### config.mk
export PLATFORM = sky130hd
export DESIGN_NAME = pc_sequencer
export DESIGN_NICKNAME = d
export VERILOG_FILES = /design/src/rtl/pc_sequencer.sv
export SDC_FILE = /design/constraint.sdc
export NUM_CORES = 1
export LEC_CHECK = 0
export BUFFER_PORTS_ARGS = -buffer_cell sky130_fd_sc_hd__buf_4
export CAP_MARGIN = 20
export CORE_MARGIN = 4
export CORE_UTILIZATION = 40
export CTS_BUF_LIST = sky130_fd_sc_hd__clkbuf_16
export DETAILED_ROUTE_END_ITERATION = 16
export GPL_ROUTABILITY_DRIVEN = 0
export GPL_TIMING_DRIVEN = 0
export PLACE_DENSITY = 0.61
export SLEW_MARGIN = 30
export SYNTH_ARGS = -nofsm -noshare
export SYNTH_HDL_FRONTEND = slang
export SYNTH_SLANG_ARGS = --single-unit
### constraint.sdc
create_clock -name clk -period 2.7 [get_ports clk]
set_input_delay 0.405 -clock clk [delete_from_list [all_inputs] [get_ports clk]]
set_output_delay 0.405 -clock clk [all_outputs]
set_load 0.005 [all_outputs]
### src/rtl/pc_sequencer.sv
// Fetch/decode/execute sequencer driving a 2-bit program counter (inc, jnp, i1/i0, r2).
// Optional INSTR_CNT_EN adds an 8-bit saturating count of completed EXEC cycles.
module pc_sequencer (
  input  logic       clk,
  input  logic       rst_n,
  input  logic       run,
  input  logic [3:0] instr,
  input  logic       p1,
  input  logic       p0,
  output logic       inc,
  output logic       jnp,
  output logic       i1,
  output logic       i0,
  output logic       r2,
`ifdef INSTR_CNT_EN
  output logic [7:0] instr_cnt,
`endif
  output logic       halted
);

  typedef enum logic [1:0] {FETCH, DECODE, EXEC, HALT} state_t;

  localparam logic [1:0] OP_NOP  = 2'b00;
  localparam logic [1:0] OP_INCR = 2'b01;
  localparam logic [1:0] OP_JNP  = 2'b10;
  localparam logic [1:0] OP_HALT = 2'b11;

  state_t     r_state;
  logic [3:0] r_ir;
  logic [2:0] r_r;
  logic [2:0] w_r_next;
  logic       w_unused_pc;

  // PC value is observed for trace only; it never steers sequencing.
  assign w_unused_pc = p1 ^ p0;
  assign w_r_next    = r_r + 3'd1;

  always_ff @(posedge clk or negedge rst_n) begin
    if (!rst_n) begin
      r_state <= FETCH;
      r_ir    <= 4'b0000;
      r_r     <= 3'b000;
      inc     <= 1'b0;
      jnp     <= 1'b0;
      i1      <= 1'b0;
      i0      <= 1'b0;
      r2      <= 1'b0;
      halted  <= 1'b0;
    end else begin
      inc      <= 1'b0;
      jnp      <= 1'b0;
      {i1, i0} <= 2'b00;
      case (r_state)
        FETCH: begin
          if (run) begin
            r_ir    <= instr;
            r_state <= DECODE;
          end
        end
        DECODE: begin
          // Pulses are loaded here so they are registered during the EXEC cycle.
          if (r_ir[3:2] == OP_HALT) begin
            r_state <= HALT;
            halted  <= 1'b1;
          end else begin
            r_state <= EXEC;
            case (r_ir[3:2])
              OP_NOP, OP_INCR: inc <= 1'b1;
              OP_JNP: begin
                jnp      <= 1'b1;
                {i1, i0} <= r_ir[1:0];
              end
              default: ;
            endcase
          end
        end
        EXEC: begin
          r_state <= FETCH;
          if (r_ir[3:2] == OP_INCR) begin
            r_r <= w_r_next;
            r2  <= w_r_next[2];
          end
        end
        HALT: r_state <= HALT;
        default: r_state <= FETCH;
      endcase
    end
  end

`ifdef INSTR_CNT_EN
  always_ff @(posedge clk or negedge rst_n) begin
    if (!rst_n)
      instr_cnt <= 8'd0;
    else if (r_state == EXEC && instr_cnt != 8'hff)
      instr_cnt <= instr_cnt + 8'd1;
  end
`endif

endmodule

==> results.txt <==
Gr ovfl total: 0
Inserted Clock Buffers: 3
Post-synth top area cell: dfrtp_1
CTS tree: done
Worst slew pin tran: 401.2 ps
# Post-CTS Setup Buffers: 0
Most frequent cell after synthesis: dfrtp_1
Fin Hold WS: 5.223 ps
Worst path required time: 2820 ps
Antenna cells: 0
Hold Fails Final Rpt: 0
Count of unique library cells instantiated by Yosys: 15
Number of cells produced by synthesis: 35
Nets: 62
Core ar.: 0.001186 mm²
Synth top cells by count: 14 x dfrtp_1, 4 x mux2_2
Slew Limit Fails: 0
Setup WS pre-CTS: 1337 ps
Die W: 44.51 µm
DRC violation count after routing: 0
Setup TNS: 0 ps
CTS Sinks: 14
Top Family by Delay on Critical Path: flip-flops
Final period util: 49.24%
Final std cells w/o fill: 65
DP Wirelength: 639.4 µm
Crit-path max FO: 5
YS warnings: 0
Post-CTS Hold Fix Bufs: 0
Overall die area: 0.001981 mm²
WS Path Type: register to register
CTS resizes: 0
Sequential area share after synthesis: 65.73%
Clock latency on the worst-skew pair: 240 ps
Largest net degree at the start of global routing: 15
First-pass GRT wire length: 1.407 mm
Synthesized flop and latch total: 14
CTS clock-pin slew for the worst setup and hold paths: 40 ps
Row cnt: 12
WL final: 798 µm
Crit-path cells: nor3b_2 > mux2_2
Area delta synth->final: 34.98%
Number of flops mapped to enable cells by yosys: 0
Avg Cell Area, Syn: 15.23 µm²
PortBufs: 12
Final WS setup: 1371 ps
Leakage: 0.3470 nW
VDD IR max: 0.5191 mV
Initial core utilization: 44.94%
Ranking of synthesized cells by area: dfrtp_1 66%, mux2_2 8.5%, nor3b_2 4.7%
CP endpoint kind: register
Critical path startpoint category: register
Die H: 44.51 µm
Fill count: 85
FMAX: 752.2 MHz
Initial antenna violation count: 0
HP Class: input pin to asynchronous set/reset pin
Max_slew headroom: 73.14%
Slowest cell on the critical path: dfrtp_1
Top FF cell, synth: dfrtp_1
Final Skew: 2.456 ps
Setup violators final: 0
Buffers & Inverters on Critical Path: 0
RSZ-0062 raised after global routing: false
Tmin final: 1329 ps
Synth top area share: 65.73%
Cell Area, Synth: 533.0 µm²
Via count: 309
H-Tree Depth: 1
Number of global-route vias before repair: 324
Routed Antenna Nets: 0
Avg WL per Cell: 12.28 µm
Placed Cells: 61
Tot GR Track Use: 10.59%
Mapped Nets: 45
FFs w/ async S/R, synth: 100.0%
Data arrival, critical path: 1440 ps
DR vias/cell: 4.754
I/O pins: 15
Max_cap viols: 0
Maximum clock path buffer count: 2
PwrDens: 1159 mW/mm²
DR iter-0 viols: 3
DR pass1 iterations: 2
Root buffer cell: clkbuf_16
Ratio of cells with drive above 1 in the final layout: 45.10%
Outcome: complete, no violations
Worst path max stage delay: 420 ps
[report_power, final]
group | switching (W) | total [W] | internal, W
clock network | 0.0000730 | 0.000268 | 0.000195
registers | 0.0000627 | 0.000361 | 0.000298
logic | 0.0000731 | 0.000206 | 0.000132
[registers in the layout, summed over array words and instances, names as in the netlist]
name     flops
i1           1
inc          1
r_r          3
r_state      2
r_ir         4
jnp          1
i0           1
halted       1
[metrics by stage]
stage / instance area, µm² / total power, W / utilization (%)
finish: 719.4 / 0.0008337 / 60.65
detailed placement: 640.6 / 0.0005754 / 54.01
floorplan: 533.0 / 0.0004869 / -
global placement: 640.6 / 0.0005558 / 54.01
CTS: 719.4 / 0.0008494 / 60.65
global route: 719.4 / 0.0008965 / 60.65
[worst reg2reg max path, delay by kind of cell, from the launching register on]
kind / cells / cell delay [ps]
DFF: 1 / 420
and+or+nand+nor: 1 / 400
muxes: 1 / 390
[cell usage in the layout (no fill, tap or decap), drive strengths merged]
cell type / count
nor2: 1
ha: 1
o21bai: 1
nand2b: 2
buf: 12
nand2: 2
nor3b: 2
clkinv: 1
dfrtp: 14
clkbuf: 4
mux2: 5
xnor2: 1
xor2: 1
a21o: 1
and2: 2
and4bb: 1
[worst paths after layout]
kind / from / cells after the start / to / slack, ps
hold / removal: rst_n / 1 / r_r[2] / 5
max in group asynchronous: rst_n / 1 / r_ir[3] / 2530
hold reg to reg: r_r[0] / 1 / r_r[0] / 470
min in group clk: instr[2] / 2 / r_ir[2] / 400
setup / recovery: r_state[0] / 2 / r_ir[3] / 1370
setup reg to reg: r_state[0] / 2 / r_ir[3] / 1370
[per-layer routing]
metal / up-vias / routed length [µm] / global-route usage, %
met1: 151 / 310 / 11.93
met4: 0 / 10 / 9.036
met2: 9 / 411 / 15.47
li1: 147 / - / -
met3: 2 / 66 / 4.065
met5: - / 0 / 0
[cell families after synthesis]
group	share of synthesized area, %
mux	11.27
compound gates	2.818
xor+xnor	3.287
fa+ha+maj	2.347
simple gates	13.85
flops	65.73
buf+inv	0.7035
[layout make-up]
type                            count  area, µm²  area share (%)
Multi-Input combinational cell     20      178.9           24.87
Clock inverter                      1      3.754          0.5217
Clock buffer                        3      75.07           10.43
Timing Repair Buffer               12      90.09           12.52
Buffer                              1      3.754          0.5217
Tap cell                           14      17.52           2.435
Sequential cell                    14      350.3           48.70
No activity file was read; power rests on OpenSTA's default activity.
